## config.mk

```make
export PLATFORM = sky130hd
export DESIGN_NAME = llc_pipe_arbiter_flat
export DESIGN_NICKNAME = d
export VERILOG_FILES = /design/src/rtl/llc_pipe_arbiter_if.sv /design/src/rtl/llc_pipe_arbiter.sv /design/src/flat_wrapper.sv
export SDC_FILE = /design/constraint.sdc
export NUM_CORES = 1
export LEC_CHECK = 0
export CAP_MARGIN = 20
export CORE_AREA = 2 2 39 41
export CTS_CLUSTER_SIZE = 20
export DETAILED_ROUTE_END_ITERATION = 7
export DIE_AREA = 0 0 41 43
export GPL_TIMING_DRIVEN = 0
export HOLD_SLACK_MARGIN = 0.05
export SETUP_SLACK_MARGIN = 0.2
export SLEW_MARGIN = 20
export SYNTH_ARGS = -nofsm -noshare
export SYNTH_HDL_FRONTEND = slang
export SYNTH_SLANG_ARGS = --single-unit
```

## constraint.sdc

```tcl
create_clock -name clk -period 2.1 [get_ports clk]
set_input_delay 0.315 -clock clk [delete_from_list [all_inputs] [get_ports clk]]
set_output_delay 0.315 -clock clk [all_outputs]
set_load 0.05 [all_outputs]
```

## src/rtl/llc_pipe_arbiter_if.sv

```systemverilog
// Handshake bundle between the four request sources, the update stage and
// the set-read stage of the LLC pipeline arbiter.
// slave  : the arbiter's view of the bundle.
// master : the environment's view (sources, update stage, set-read stage).
interface llc_pipe_arbiter_if #(
  parameter int CNT_W = 2
);
  logic             rsp_valid_i;
  logic             rsp_ready_o;
  logic             rst_tb_valid_i;
  logic             rst_tb_ready_o;
  logic             req_valid_i;
  logic             req_ready_o;
  logic             dma_valid_i;
  logic             dma_ready_o;
  logic             req_stall_i;
  logic             dma_stall_i;
  logic             done_i;
  logic             sel_valid_o;
  logic             sel_ready_i;
  logic [1:0]       sel_src_o;
  logic [CNT_W-1:0] inflight_o;
  logic             idle_o;

  modport slave (
    input  rsp_valid_i, rst_tb_valid_i, req_valid_i, dma_valid_i,
    input  req_stall_i, dma_stall_i, done_i, sel_ready_i,
    output rsp_ready_o, rst_tb_ready_o, req_ready_o, dma_ready_o,
    output sel_valid_o, sel_src_o, inflight_o, idle_o
  );

  modport master (
    output rsp_valid_i, rst_tb_valid_i, req_valid_i, dma_valid_i,
    output req_stall_i, dma_stall_i, done_i, sel_ready_i,
    input  rsp_ready_o, rst_tb_ready_o, req_ready_o, dma_ready_o,
    input  sel_valid_o, sel_src_o, inflight_o, idle_o
  );
endinterface

```

## src/rtl/llc_pipe_arbiter.sv

```systemverilog
// LLC pipeline front-end arbiter.
// Picks one of four sources (rsp > rst_tb > req > dma) per cycle, holds the
// grant in a one-entry output register toward the set-read stage and limits
// the number of transactions granted but not yet retired by the update stage.
// Optional feature: define LLC_ARB_STARVE_GUARD_EN to let a starved dma source
// outrank req for one grant after STARVE_LIMIT consecutive req grants.
module llc_pipe_arbiter #(
  parameter int MAX_INFLIGHT = 3,
  parameter int CNT_W        = 2,
  parameter int STARVE_LIMIT = 4
) (
  input  logic               clk,
  input  logic               rst,
  llc_pipe_arbiter_if.slave  bus
);

  localparam logic [0:0]       ST_EMPTY  = 1'b0;
  localparam logic [0:0]       ST_LOADED = 1'b1;
  localparam logic [CNT_W-1:0] MAX_CNT   = CNT_W'(MAX_INFLIGHT);

  logic [0:0]       state_q, state_d;
  logic [1:0]       sel_src_q, sel_src_d;
  logic [CNT_W-1:0] inflight_q, inflight_d;

  logic [3:0]       eligible;
  logic             can_grant;
  logic             grant;
  logic [1:0]       winner;
  logic [3:0]       ready_vec;
  logic             dma_first;
  logic             retire;

  // Sources that may win this cycle; a stalled source is invisible to arbitration.
  assign eligible = {bus.dma_valid_i & ~bus.dma_stall_i,
                     bus.req_valid_i & ~bus.req_stall_i,
                     bus.rst_tb_valid_i,
                     bus.rsp_valid_i};

  // Output slot free (or draining this cycle) and room left for one more transaction.
  // The registered count is used on purpose: a retire this cycle does not open a slot yet.
  assign can_grant = ((state_q == ST_EMPTY) || bus.sel_ready_i) && (inflight_q < MAX_CNT);

  // Fixed-priority pick, with dma optionally promoted above req.
  always_comb begin
    winner = 2'd0;
    if (eligible[0])
      winner = 2'd0;
    else if (eligible[1])
      winner = 2'd1;
    else if (dma_first && eligible[3])
      winner = 2'd3;
    else if (eligible[2])
      winner = 2'd2;
    else if (eligible[3])
      winner = 2'd3;
  end

  assign grant     = can_grant && (|eligible) && !rst;
  assign ready_vec = grant ? (4'b0001 << winner) : 4'b0000;
  assign retire    = bus.done_i && (inflight_q != '0);

  // Next-state for the output slot, the held source and the in-flight count.
  always_comb begin
    state_d    = state_q;
    sel_src_d  = sel_src_q;
    inflight_d = inflight_q;
    if (grant) begin
      state_d   = ST_LOADED;
      sel_src_d = winner;
    end else if ((state_q == ST_LOADED) && bus.sel_ready_i) begin
      state_d = ST_EMPTY;
    end
    case ({grant, retire})
      2'b10:   inflight_d = inflight_q + 1'b1;
      2'b01:   inflight_d = inflight_q - 1'b1;
      default: inflight_d = inflight_q;
    endcase
  end

  // Pipeline registers; reset drops any held grant immediately.
  always_ff @(posedge clk or posedge rst) begin
    if (rst) begin
      state_q    <= ST_EMPTY;
      sel_src_q  <= 2'd0;
      inflight_q <= '0;
    end else begin
      state_q    <= state_d;
      sel_src_q  <= sel_src_d;
      inflight_q <= inflight_d;
    end
  end

`ifdef LLC_ARB_STARVE_GUARD_EN
  localparam int SW = $clog2(STARVE_LIMIT + 1);

  logic [SW-1:0] starve_q, starve_d;
  logic          dma_pending;

  assign dma_pending = bus.dma_valid_i & ~bus.dma_stall_i;
  assign dma_first   = (starve_q >= SW'(STARVE_LIMIT));

  // Count req grants that overtook a pending dma; any dma grant or dma going away clears it.
  always_comb begin
    starve_d = starve_q;
    if (!dma_pending)
      starve_d = '0;
    else if (grant && (winner == 2'd3))
      starve_d = '0;
    else if (grant && (winner == 2'd2) && !dma_first)
      starve_d = starve_q + 1'b1;
  end

  // Starvation counter register.
  always_ff @(posedge clk or posedge rst) begin
    if (rst)
      starve_q <= '0;
    else
      starve_q <= starve_d;
  end
`else
  // Strict priority: dma never outranks req.
  assign dma_first = (STARVE_LIMIT < 0);
`endif

  assign bus.rsp_ready_o    = ready_vec[0];
  assign bus.rst_tb_ready_o = ready_vec[1];
  assign bus.req_ready_o    = ready_vec[2];
  assign bus.dma_ready_o    = ready_vec[3];
  assign bus.sel_valid_o    = (state_q == ST_LOADED);
  assign bus.sel_src_o      = sel_src_q;
  assign bus.inflight_o     = inflight_q;
  assign bus.idle_o         = rst ||
                              ((state_q == ST_EMPTY) && (inflight_q == '0) &&
                               !(bus.rsp_valid_i || bus.rst_tb_valid_i ||
                                 bus.req_valid_i || bus.dma_valid_i));

endmodule

```

## src/flat_wrapper.sv

```systemverilog
// flat-port wrapper written by rule: the top's interface ports become plain ports
module llc_pipe_arbiter_flat 
#(
  parameter int MAX_INFLIGHT = 3,
  parameter int CNT_W        = 2,
  parameter int STARVE_LIMIT = 4
)
  (clk, rst, bus_rsp_valid_i, bus_rst_tb_valid_i, bus_req_valid_i, bus_dma_valid_i, bus_req_stall_i, bus_dma_stall_i, bus_done_i, bus_sel_ready_i, bus_rsp_ready_o, bus_rst_tb_ready_o, bus_req_ready_o, bus_dma_ready_o, bus_sel_valid_o, bus_sel_src_o, bus_inflight_o, bus_idle_o);
  llc_pipe_arbiter_if #(.CNT_W(CNT_W)) bus_i ();
  input  logic clk;
  input  logic rst;
  input wire logic [$bits(bus_i.rsp_valid_i)-1:0] bus_rsp_valid_i;
  input wire logic [$bits(bus_i.rst_tb_valid_i)-1:0] bus_rst_tb_valid_i;
  input wire logic [$bits(bus_i.req_valid_i)-1:0] bus_req_valid_i;
  input wire logic [$bits(bus_i.dma_valid_i)-1:0] bus_dma_valid_i;
  input wire logic [$bits(bus_i.req_stall_i)-1:0] bus_req_stall_i;
  input wire logic [$bits(bus_i.dma_stall_i)-1:0] bus_dma_stall_i;
  input wire logic [$bits(bus_i.done_i)-1:0] bus_done_i;
  input wire logic [$bits(bus_i.sel_ready_i)-1:0] bus_sel_ready_i;
  output wire logic [$bits(bus_i.rsp_ready_o)-1:0] bus_rsp_ready_o;
  output wire logic [$bits(bus_i.rst_tb_ready_o)-1:0] bus_rst_tb_ready_o;
  output wire logic [$bits(bus_i.req_ready_o)-1:0] bus_req_ready_o;
  output wire logic [$bits(bus_i.dma_ready_o)-1:0] bus_dma_ready_o;
  output wire logic [$bits(bus_i.sel_valid_o)-1:0] bus_sel_valid_o;
  output wire logic [$bits(bus_i.sel_src_o)-1:0] bus_sel_src_o;
  output wire logic [$bits(bus_i.inflight_o)-1:0] bus_inflight_o;
  output wire logic [$bits(bus_i.idle_o)-1:0] bus_idle_o;
  assign bus_i.rsp_valid_i = bus_rsp_valid_i;
  assign bus_i.rst_tb_valid_i = bus_rst_tb_valid_i;
  assign bus_i.req_valid_i = bus_req_valid_i;
  assign bus_i.dma_valid_i = bus_dma_valid_i;
  assign bus_i.req_stall_i = bus_req_stall_i;
  assign bus_i.dma_stall_i = bus_dma_stall_i;
  assign bus_i.done_i = bus_done_i;
  assign bus_i.sel_ready_i = bus_sel_ready_i;
  assign bus_rsp_ready_o = bus_i.rsp_ready_o;
  assign bus_rst_tb_ready_o = bus_i.rst_tb_ready_o;
  assign bus_req_ready_o = bus_i.req_ready_o;
  assign bus_dma_ready_o = bus_i.dma_ready_o;
  assign bus_sel_valid_o = bus_i.sel_valid_o;
  assign bus_sel_src_o = bus_i.sel_src_o;
  assign bus_inflight_o = bus_i.inflight_o;
  assign bus_idle_o = bus_i.idle_o;
  llc_pipe_arbiter #(.MAX_INFLIGHT(MAX_INFLIGHT), .CNT_W(CNT_W), .STARVE_LIMIT(STARVE_LIMIT)) u_core (.clk(clk), .rst(rst), .bus(bus_i));
endmodule
```

======== Word-level counts from Yosys, hierarchy flattened ========
Index checks and enable logic that the tools add are counted.
storage, ports and cells
  logic and storage cells ................. 41
  flip-flop bits (word level) ............. 5
  output and inout port bits .............. 10
  input bits .............................. 10
cells by class
  multiplexer cells ....................... 8
  bitwise logic cells ..................... 5
  shifts and indexed selects .............. 1
  reduce and logical (&&, ||, !) cells .... 19
  equality and inequality tests ........... 2
  magnitude comparators ................... 1
  $add $sub $neg .......................... 2
operator list
  kind                   number
  $mux W2                4
  $logic_and A1 B1 Y1    7
  $reduce_bool A2 Y1     3
  $logic_or A1 B1 Y1     5
  $mux W4                1
  $pmux W2 S2            1
  $reduce_or A4 Y1       1
  $shl A1 B2 Y4 const A  1
  $not A1 Y1             3
  $add A2 B1 Y2 const B  1
  $and A1 B1 Y1          2
  $eq A2 B1 Y1 const B   1
  $eq A2 B2 Y1 const B   1
  $logic_not A1 Y1       2
  $logic_not A2 Y1       1
  $lt A2 B2 Y1 const B   1
  $mux W1                2
  $sub A2 B1 Y2 const B  1

======== Longest topological paths before layout ========
  depth in word-level cells ............... 8
  depth in mapped cells ................... 6
  mapped depth without buffers ............ 6

======== Worst setup path before layout ========
No wires, ideal clock.
  kind .................................... reg2out
  start ................................... reg u_core.inflight_q[0], in the netlist u_core.bus.inflight_o[0]
  end ..................................... out bus_idle_o
  data arrival time ....................... 2.365 ns
  cell stages (with the launch flop) ...... 3
  path slack .............................. -0.580 ns
  cells stage by stage .................... dfrtp_1 or4_1 o31ai_1
on the way
  cells in the longest elaborated chain, start to end .. 4
RTL lines
  element                           RTL line                 RTL
  from (decl)                       llc_pipe_arbiter.sv:23   logic [CNT_W-1:0] inflight_q, inflight_d;
  from (signal assigned)            llc_pipe_arbiter.sv:89   inflight_q <= inflight_d;
  $logic_not A2 Y1                  llc_pipe_arbiter.sv:133  ((state_q == ST_EMPTY) && (inflight_q == '0) &&
  $logic_and A1 B1 Y1 (2 in a row)  llc_pipe_arbiter.sv:133
  $logic_or A1 B1 Y1                llc_pipe_arbiter.sv:132  assign bus.idle_o = rst ||
  to (decl)                         flat_wrapper.sv:27       output wire logic [$bits(bus_i.idle_o)-1:0] bus_idle_o;
No other way between the ends.

======== Worst setup path in the final report ========
  start ................................... in bus_sel_ready_i
  end ..................................... out bus_req_ready_o
on the way
  cells in the longest elaborated chain, start to end .. 5
RTL lines
  element                           RTL line                RTL
  from (decl)                       flat_wrapper.sv:19      input wire logic [$bits(bus_i.sel_ready_i)-1:0] bus_sel_ready_i;
  $logic_or A1 B1 Y1                llc_pipe_arbiter.sv:41  assign can_grant = ((state_q == ST_EMPTY) || bus.sel_ready_i) && (inflight_q < MAX_CNT);
  $logic_and A1 B1 Y1               llc_pipe_arbiter.sv:41
  $logic_and A1 B1 Y1 (2 in a row)  llc_pipe_arbiter.sv:58  assign grant = can_grant && (|eligible) && !rst;
  $mux W4                           llc_pipe_arbiter.sv:59  assign ready_vec = grant ? (4'b0001 << winner) : 4'b0000;
  to (decl)                         flat_wrapper.sv:22      output wire logic [$bits(bus_i.req_ready_o)-1:0] bus_req_ready_o;
No other way between the ends.

==> run metrics <==
status complete, no violations; GPL Wtd Cong around 0.66; top cells by area, synth dfrtp_1 (38%), nor4b_2 (9.0%), xnor2_1 (5.3%); total of warnings raised by yosys 0; core footprint 1380 sq um; power consumption 0.000888 W; first-pass GRT wire length about 1500 microns; RSZ-0062 raised after global routing true; flops & latches, synth 5; clock edge transition at the registers on the reported setup and hold paths 0.04 ns; storage element area 129 sq um; placed cell area 593 sq um; most frequent cells in the layout clkdlybuf4s50_1 (11), buf_4 (4); DRC violations left 0; Final period util about nine tenths; worst slew pin tran 0.498 ns; R2R Path End u_core.bus.inflight_o[1]; final wirelength ~950 microns; Port-buffer cells 19; kind of critical path input port to output pin; crit start category input port; Clock Latency Late Sink around 0.24 ns; GRT Total Usage roughly 13%; most common cell after layout, fill and taps aside clkdlybuf4s50_1; origin of the critical flop-to-flop path u_core.bus.inflight_o[0]; worst relative slew slack 66.7%; r2r setup slk around 0.46 ns; clock root buffer clkbuf_4; initial core utilization between 20 and 25%; Syn Inst Count 33; CTS buffer count 3; post-synth cell types 23; Setup WS pre-CTS -0.567 ns; layout cell share with drive strength beyond 1 between 40% and 50%; final setup violation count 0; post-DP HPWL 720 microns; CTS tree done; DR WL/cell around 13 microns; CP Max Fanout 7; worst reg-to-reg path cell count 6; Die Span X ~41 microns; grt ovf 0; area share of the largest cell type after synthesis between 30% and 40%; drt via density slightly below 5; CP arrival ~1.6 ns; fin area 679 sq um; endpoints failing hold 0; fillcell total ~130; drt first-iter violations 2; Mapped Area 333 sq um; LEAKAGE roughly 0.30 nW; full die area between 1500 and 2000 sq um; Placement Rows 14; Synth Area per Inst 10.1 sq um; post-route setup slack 0.192 ns; Final Net Count 72; initial antenna violation count 0; diode count 0; Post-CTS Hold Fix Bufs 0; I/O pins 20; WP data required 1.78 ns; max cap viols 0; minimum clock period 1.91 ns; max frequency about 520 MHz; drt pass-1 iters 2; Setup crit end kind output pin; Mapped Nets 44; Layout area overhead 104%; vias in the first global route roughly 360; Die H ~43 microns; largest net degree at the start of global routing 8; Final Slew Violations 0; Bufs on Longest Clock Path 2; Multi-input gate area around 270 sq um; remaining antenna violation count after routing 0; Synth area leader dfrtp_1; maximum VDD drop approximately 550 uV; clock sinks 5; via count roughly 370; PD cells approximately 1300 nW/um^2; Clock Skew ~0.0052 ns; CTS H-tree lvls 1; worst hold path type input port to asynchronous set/reset pin; Seq/Total Area, Yosys approximately 38%
## registers in the layout, indices dropped and copies added, names as in the netlist
name,count
u_core.bus.inflight_o,2
u_core.bus.sel_src_o,2
u_core.bus.sel_valid_o,1
## routing by layer
metal | track usage [%] | wire (microns) | vias to the layer above
met2 | 21.3 | 472 | 15
met3 | 7.85 | 79 | 4
met5 | 0 | 0 | -
met1 | 13.4 | 379 | 171
li1 | - | - | 179
met4 | 6.00 | 19 | 0
## worst max-delay path, stage by stage
cell	delay (ns)
clkdlybuf4s50_1	0.45
nand2b_2	0.21
nand2_4	0.11
nor4b_4	0.31
buf_6	0.20
## Yosys cell counts (all sizes together)
library cell and count:
a21oi 2, a32oi 1, and3 1, dfrtp 5, ha 1, inv 3
nand2 2, nand2b 1, nor2 1, nor2b 2, nor3 1, nor4b 2
o211a 1, o211ai 1, o21a 1, o22a 1, o311ai 1, o31ai 1
or2 1, or4 1, xnor2 2, xor2 1
## how the worst max path moves through the flow
stage	slack, ns	endpoint	startpoint	depth (start not counted)
after CTS	0.17	bus_req_ready_o	bus_sel_ready_i	5
after detailed placement	-0.57	bus_req_ready_o	bus_sel_ready_i	5
after floorplan	0.16	bus_idle_o	u_core.bus.inflight_o[1]	2
after global placement	-0.50	bus_req_ready_o	bus_sel_ready_i	5
after global routing	0.13	bus_req_ready_o	bus_sel_ready_i	5
final	0.19	bus_req_ready_o	bus_sel_ready_i	5
## kinds of logic (layout without fill, tap and decap cells)
group	count (synthesis)	after routing	synth area share (%)
flip-flops	5	5	37.6
buffers and inverters	3	30	3.38
adder cells (fa/ha/maj)	1	1	3.76
AND/OR/NAND/NOR	12	12	25.6
AO/OA/AOI/OAI	9	9	21.8
XOR/XNOR	3	3	7.90
## power breakdown
part | internal, W | switching (W) | leakage (nW) | total, W
sequential | 0.000151 | 0.0000508 | 0.0568 | 0.000202
clock | 0.0000718 | 0.0000396 | 0.0150 | 0.000111
combinational | 0.000237 | 0.000338 | 0.228 | 0.000575
total | 0.000460 | 0.000428 | 0.300 | 0.000888
## final cells by class
class                   instances  share of cell area (%)
flip-flops and latches          5                    19.0
clock buffers                   4                    3.87
repair buffers                 23                    33.0
inverters                       3                    1.66
well taps                      16                    2.95
multi-input cells              25                    39.6
## what timing repair did
| item | CTS | global route |
|---|---|---|
| pin swaps | 1 | 0 |
| resized for setup | 34 | 5 |
| setup endpoints to repair | 6 | 6 |
| setup buffers | 4 | 0 |
## metrics by stage
stage          hold WS (ns)  utilization (%)  std cells  setup TNS [ns]
2_1_floorplan         0.123                -         33               0
3_3_place_gp          0.506             42.9         68           -2.11
3_5_place_dp          0.484             42.9         68           -2.22
4_1_cts               0.390             48.6         76               0
5_1_grt               0.409             49.1         76               0
6_report              0.390             49.1         76               0
Note: power is estimated with default switching activity, not from simulation.
